File: src/rtl/req_latch.sv
// Request capture and snapshot presenter for a 4-bit MSB-first priority encoder.
// Optional feature: define REQ_LATCH_DROP_CNT_EN to build the saturating drop counter.
module req_latch #(
  parameter int unsigned SYNC_STAGES = 2
) (
  input  logic       clk,
  input  logic       rst_n,
  input  logic [4:1] req_in,
  output logic [4:1] x,
  output logic       valid,
  input  logic       ack,
  output logic [3:0] drop_cnt
);

  localparam logic [1:0] ST_IDLE    = 2'd0;
  localparam logic [1:0] ST_PRESENT = 2'd1;
  localparam logic [1:0] ST_HOLD    = 2'd2;

  logic [4:1] r_sync [SYNC_STAGES];
  logic [4:1] r_dly;
  logic [4:1] r_pend;
  logic [4:1] r_x;
  logic       r_valid;
  logic [1:0] r_state;

  logic [4:1] w_edge;
  logic [4:1] w_clr;
  logic [4:1] w_pend_nxt;

  always_ff @(posedge clk) begin
    if (!rst_n) begin
      for (int unsigned i = 0; i < SYNC_STAGES; i++) r_sync[i] <= '0;
      r_dly <= '0;
    end else begin
      r_sync[0] <= req_in;
      for (int unsigned i = 1; i < SYNC_STAGES; i++) r_sync[i] <= r_sync[i-1];
      r_dly <= r_sync[SYNC_STAGES-1];
    end
  end

  assign w_edge = r_sync[SYNC_STAGES-1] & ~r_dly;

  // Clear only the bit the encoder reported: the highest set bit of the snapshot.
  always_comb begin
    w_clr = '0;
    if (r_state == ST_PRESENT && ack) begin
      casez (r_x)
        4'b1???: w_clr = 4'b1000;
        4'b01??: w_clr = 4'b0100;
        4'b001?: w_clr = 4'b0010;
        4'b0001: w_clr = 4'b0001;
        default: w_clr = '0;
      endcase
    end
  end

  // Set wins over a same-cycle clear.
  assign w_pend_nxt = (r_pend & ~w_clr) | w_edge;

  always_ff @(posedge clk) begin
    if (!rst_n) begin
      r_state <= ST_IDLE;
      r_pend  <= '0;
      r_x     <= '0;
      r_valid <= 1'b0;
    end else begin
      r_pend <= w_pend_nxt;
      case (r_state)
        ST_IDLE: begin
          if (r_pend != '0) begin
            r_x     <= r_pend;
            r_valid <= 1'b1;
            r_state <= ST_PRESENT;
          end
        end
        ST_PRESENT: begin
          if (ack) begin
            r_x     <= '0;
            r_valid <= 1'b0;
            r_state <= ST_HOLD;
          end
        end
        ST_HOLD: begin
          if (!ack) r_state <= ST_IDLE;
        end
        default: begin
          r_x     <= '0;
          r_valid <= 1'b0;
          r_state <= ST_IDLE;
        end
      endcase
    end
  end

  assign x     = r_x;
  assign valid = r_valid;

`ifdef REQ_LATCH_DROP_CNT_EN
  logic [3:0] r_drop_cnt;
  logic       w_drop;

  // Any number of lost edges in one cycle counts once.
  assign w_drop = |(w_edge & r_pend & ~w_clr);

  always_ff @(posedge clk) begin
    if (!rst_n)                          r_drop_cnt <= '0;
    else if (w_drop && r_drop_cnt != '1) r_drop_cnt <= r_drop_cnt + 4'd1;
  end

  assign drop_cnt = r_drop_cnt;
`else
  assign drop_cnt = '0;
`endif

endmodule

File: config.mk
export PLATFORM = sky130hd
export DESIGN_NAME = req_latch
export DESIGN_NICKNAME = d
export VERILOG_FILES = /design/src/rtl/req_latch.sv
export SDC_FILE = /design/constraint.sdc
export NUM_CORES = 1
export LEC_CHECK = 0
export BUFFER_PORTS_ARGS = -buffer_cell sky130_fd_sc_hd__buf_2
export CAP_MARGIN = 30
export CORE_MARGIN = 5
export CORE_UTILIZATION = 52
export DETAILED_ROUTE_END_ITERATION = 8
export PLACE_DENSITY = 0.8
export SYNTH_ARGS = -nofsm -noshare
export SYNTH_HDL_FRONTEND = slang
export SYNTH_SLANG_ARGS = --single-unit
File: constraint.sdc
create_clock -name clk -period 1.4 [get_ports clk]
set_input_delay 0.21 -clock clk [delete_from_list [all_inputs] [get_ports clk]]
set_output_delay 0.21 -clock clk [all_outputs]
set_load 0.01 [all_outputs]
==> results of run 1 <==
[sequential cells by signal, indices dropped and copies added, names as in the netlist]
signal   count
x            4
r_pend       4
valid        1
r_state      2
r_dly        4
r_sync       8
[stage by stage]
step / utilization, % / hold slack [ps] / setup WS (ps) / cells / total power, W
floorplan: - / 337 / 243 / 91 / 0.000865
global placement: 58.7 / 406 / 155 / 110 / 0.000886
detailed placement: 58.7 / 419 / 77.5 / 110 / 0.000892
CTS: 60.5 / 98.0 / 52.4 / 114 / 0.00118
global route: 60.6 / 101 / 21.6 / 114 / 0.00123
finish: 60.6 / 106 / 127 / 114 / 0.00117
[worst max path at each step]
stage | depth (start not counted) | start | slack (ps) | endpoint
after floorplan | 3 | r_pend[2] | 240 | valid
after global placement | 3 | r_state[0] | 150 | r_pend[2]
after detailed placement | 3 | r_state[0] | 80 | r_pend[2]
after CTS | 3 | r_state[0] | 50 | r_pend[2]
after global routing | 3 | r_state[1] | 20 | x[4]
final | 3 | r_state[1] | 130 | x[2]
[critical path: stages (launching register included)]
cell	delay [ps]
dfxtp_1	560
nor2_8	90
a221oi_2	370
o21ai_0	140
[layout make-up]
| type | instances | area share (%) |
|---|---|---|
| well taps | 16 | 2.14 |
| multi-input cells | 56 | 37.5 |
| flip-flops and latches | 23 | 49.5 |
| clock inverters | 1 | 0.536 |
| inverters | 3 | 1.21 |
| repair buffers | 12 | 6.70 |
| clock buffers | 3 | 2.41 |
[placed cells by master, fill, tap and decap left out, types with 2 or more instances in the layout]
| master | count |
|---|---|
| o21ai_0 | 7 |
| dfxtp_1 | 22 |
| nand3_1 | 4 |
| conb_1 | 4 |
| inv_1 | 3 |
| nor2b_1 | 5 |
| and2_1 | 10 |
| buf_2 | 11 |
| nand2_1 | 8 |
| clkbuf_4 | 3 |
| nor2_1 | 2 |
| nor3b_1 | 2 |
[power breakdown]
part / total [W] / switching (W) / internal (W) / leakage (nW)
Combinational: 0.000146 / 0.0000719 / 0.0000739 / 0.197
Clock: 0.000290 / 0.000183 / 0.000106 / 0.0177
Sequential: 0.000730 / 0.0000376 / 0.000693 / 0.189
[what timing repair did]
| item | CTS | global route |
|---|---|---|
| hold buffers | 0 | 0 |
| gates resized for setup | 0 | 1 |
| endpoints found under the hold margin | 0 | 0 |
| endpoints found under the setup margin | 0 | 1 |
[per-layer routing]
metal  wire (um)  track usage (%)  part of all wire (%)
met1         582             12.5                    45
met2         599             17.6                    47
met5           0                0                     0
met4          16             6.38                   1.2
met3          86             3.49                   6.7
[cell families (layout without fill, tap and decap cells)]
group,after synthesis,in the layout,synth area share [%]
and+or+nand+nor,38,38,27.4
other,1,4,0.430
AOI/OAI and AO/OA,13,13,10.0
buffers and inverters,12,19,8.32
xor gates and xnor gates,1,1,1.00
DFF,23,23,52.8
==> flow_metrics.tcl, run 1 <==
set metrics [dict create \
    clock-sinks 23 \
    hpwl_um 941 \
    leakagePower_nw 0.404 \
    drtPass1Iterations 5 \
    seq_area_um2 462 \
    wl_per_cell_um 11.3 \
    stdcell_area_um2 933 \
    synth_seq_cells 23 \
    rr_worst_depth 3 \
    synthArstFlopShare_pct 0 \
    yosysMostFrequentCell "dfxtp_1" \
    whs_endpoint "r_sync[0][3]" \
    dpl_cell_area_um2 905 \
    hold_viol 0 \
    synth_edf_count 0 \
    synth_top_area_share_pct 52.8 \
    hp-class "primary input to flop" \
    core-area_um2 1540 \
    cts_buffers 3 \
    area_growth_pct 7.03 \
    status "complete, no violations" \
    routed_wl_mm 1.29 \
    drv_slew 0 \
    synthTopCellsByArea "dfxtp_1, and2_1, buf_4, o21ai_0, nor2b_1" \
    gp_congestion 0.817 \
    clk_path_buf_depth 2 \
    setup_viol 0 \
    antenna_left 0 \
    yosysUniqueCellTypes 28 \
    yosys-top-cells-count "dfxtp_1, and2_1, nand2_1" \
    syn-instance-count 88 \
    rsz0062_at_grt "false" \
    synth-seq-area-share_pct 52.8 \
    grt.total_usage_pct 10.9 \
    route.detailed.drc 0 \
    synth_area_um2 872 \
    multi_input_area_um2 350 \
    r2r_end "x[2]" \
    holdPathStages 2 \
    drtIter0Drc 4 \
    die-area_um2 2600 \
    cp.required_ps 1590 \
    endpoint_kind "flop" \
    grt_pass1_wl_mm 2.18 \
    initial_core_util_pct 56.6 \
    startpoint_type "flop" \
    ir_drop_mv 0.724 \
    arrival_ps 1460 \
    rows 14 \
    synth_top_cell_by_area "dfxtp_1" \
    io_pins 16 \
    nets 106 \
    criticalPathCategory "flop to flop" \
    post-route-min-period_ps 1270 \
    die_y_um 51.0 \
    min-delay-start "req_in[4]" \
    fp.dieW_um 51.0 \
    fin_skew_ps 4.64 \
    finalCritPeriodShare_pct 90.9 \
    cts_setup_buffers 0 \
    via_per_inst 5.30 \
    synth_ff_type "dfxtp_1" \
    num-fill-cells 134 \
    power_per_cell_area_nw_per_um2 1250 \
    yosysWarningCount 0 \
    clkLatencyLatePin_ps 300 \
    grt_max_degree 28 \
    antenna_cells 0 \
    timing.fmax_mhz 785 \
    grt_overflow 0 \
    via_count 604 \
    port_buffers 11 \
    path_max_fanout 8 \
    cts_tree "built" \
    drv_cap 0 \
    reg2reg_from "r_state[1]" \
    grt_antenna_before_repair 0 \
    first_global_vias 530 \
    finalSetupTns_ps 0 \
    path_clk_slew_ps 120 \
    postSynthAreaPerCell_um2 9.91 \
    reg2reg_slack_ps 130 \
    ctsRootBufferMaster "clkbuf_4" \
    drive_gt1_share_pct 21.4 \
    cts-htree-levels 1 \
]
No activity file was read; power rests on OpenSTA's default activity.
==> inputs of run 2 (changes only) <==
--- a/config.mk
+++ b/config.mk
@@ -7,6 +7,7 @@
 export LEC_CHECK = 0
 export BUFFER_PORTS_ARGS = -buffer_cell sky130_fd_sc_hd__buf_2
 export CAP_MARGIN = 30
+export CORE_ASPECT_RATIO = 0.9
 export CORE_MARGIN = 5
 export CORE_UTILIZATION = 52
 export DETAILED_ROUTE_END_ITERATION = 8
==> flow_metrics.tcl, run 2 (synthesized netlist as in run 1, its figures left out) <==
set metrics [dict create \
    status "complete, no violations" \
    layout_commonest_cell "dfxtp_1" \
    final_cell_mix "dfxtp_1, buf_2, and2_1" \
    rows 14 \
    hpwl_um 941 \
    cts-htree-levels 1 \
    path_clk_slew_ps 130 \
    fp.dieW_um 53.2 \
    grt_pass1_wl_mm 2.30 \
    cts_hold_buf 0 \
    grt.total_usage_pct 11.8 \
    first_global_vias 532 \
    wl_per_cell_um 10.6 \
    die-area_um2 2600 \
    num-fill-cells 147 \
    initial_core_util_pct 53.5 \
    gp_congestion 0.863 \
    startpoint_type "flop" \
    area_growth_pct 8.46 \
    reg2reg_from "r_state[1]" \
    top_register "r_sync" \
    core-area_um2 1630 \
    leakagePower_nw 0.400 \
    min-delay-start "req_in[4]" \
    cp-startpoint "r_state[1]" \
    clk_path_buf_depth 2 \
    grt_overflow 0 \
    setup_viol 0 \
    fin_skew_ps 6.99 \
    drtIter0Drc 10 \
    cts_tree "built" \
    via_per_inst 4.88 \
    via_count 595 \
    endpoint_kind "flop" \
    post-route-min-period_ps 1290 \
    finalCritPeriodShare_pct 92.0 \
    finalSetupTns_ps 0 \
    route.detailed.drc 0 \
    die_y_um 48.9 \
    grt_antenna_before_repair 0 \
    ctsRootBufferMaster "clkbuf_4" \
    cp.required_ps 1590 \
    cts_buffers 3 \
    drv_cap 0 \
    total_power_w 0.00119 \
    drtPass1Iterations 4 \
    rsz0062_at_grt "false" \
    largest_register_ffs 8 \
    arrival_ps 1480 \
    clock-sinks 23 \
    hold_viol 0 \
    io_pins 16 \
    power_per_cell_area_nw_per_um2 1250 \
    nets 106 \
    hp-class "primary input to flop" \
    drv_slew 0 \
    drive_gt1_share_pct 21.4 \
    antenna_left 0 \
    seq_area_um2 462 \
    antenna_cells 0 \
    path_max_fanout 8 \
    grt_max_degree 28 \
    timing.fmax_mhz 777 \
    criticalPathCategory "flop to flop" \
    clkLatencyLatePin_ps 310 \
    port_buffers 11 \
    multi_input_area_um2 350 \
    routed_wl_mm 1.29 \
    ir_drop_mv 0.779 \
]
## run 2: cell count changes in the layout (fill, tap and decap cells not counted)
cell / delta
clkinv_2: -1
clkinvlp_4: +1
## run 2: final timing paths
path	cells past startpoint	slack, ps	endpoint
hold reg to reg	1	440	r_pend[2]
setup / recovery	3	110	x[1]
hold / removal	2	90	r_sync[0][3]
setup reg to reg	3	110	x[1]
## run 2: worst max-delay path, stage by stage, from the launching register on
cell and delay, ps:
dfxtp_1 580, nor2_8 90, a221oi_2 360, o21ai_0 140
## run 2: repair_timing
item                                    4_1_cts  5_1_grt
endpoints found under the setup margin        0        1
hold endpoints to repair                      0        0
resized for setup                             0        1
buffers inserted                              0        0
## run 2: per-stage QoR
step	util, %	hold WS [ps]	cells	cell area (um^2)	setup slack [ps]
CTS	58.0	80.3	122	945	91.5
finish	58.1	95.0	122	946	113
floorplan	-	337	91	883	243
global route	58.1	78.4	122	946	32.6
global placement	56.1	403	118	915	168
detailed placement	56.1	414	118	915	124
## run 2: cell type report
cell class	count	area share, %
Clock buffer	3	2.38
Tap cell	24	3.17
Sequential cell	23	48.8
Inverter	3	1.19
Timing Repair Buffer	12	6.61
Multi-Input combinational cell	56	37.0
Clock inverter	1	0.794
## run 2: metal layers
metal / track usage [%] / routed length [um] / vias up
met5: 0 / 0 / -
met4: 2.13 / 0 / 0
met3: 6.73 / 118 / 0
met2: 19.4 / 602 / 18
met1: 13.1 / 569 / 272
li1: - / - / 305
## run 2: power breakdown
part / internal, W / switching, W / total [W]
Clock: 0.000109 / 0.000198 / 0.000307
Combinational: 0.0000741 / 0.0000744 / 0.000149
Sequential: 0.000693 / 0.0000374 / 0.000730
Total: 0.000876 / 0.000310 / 0.00119
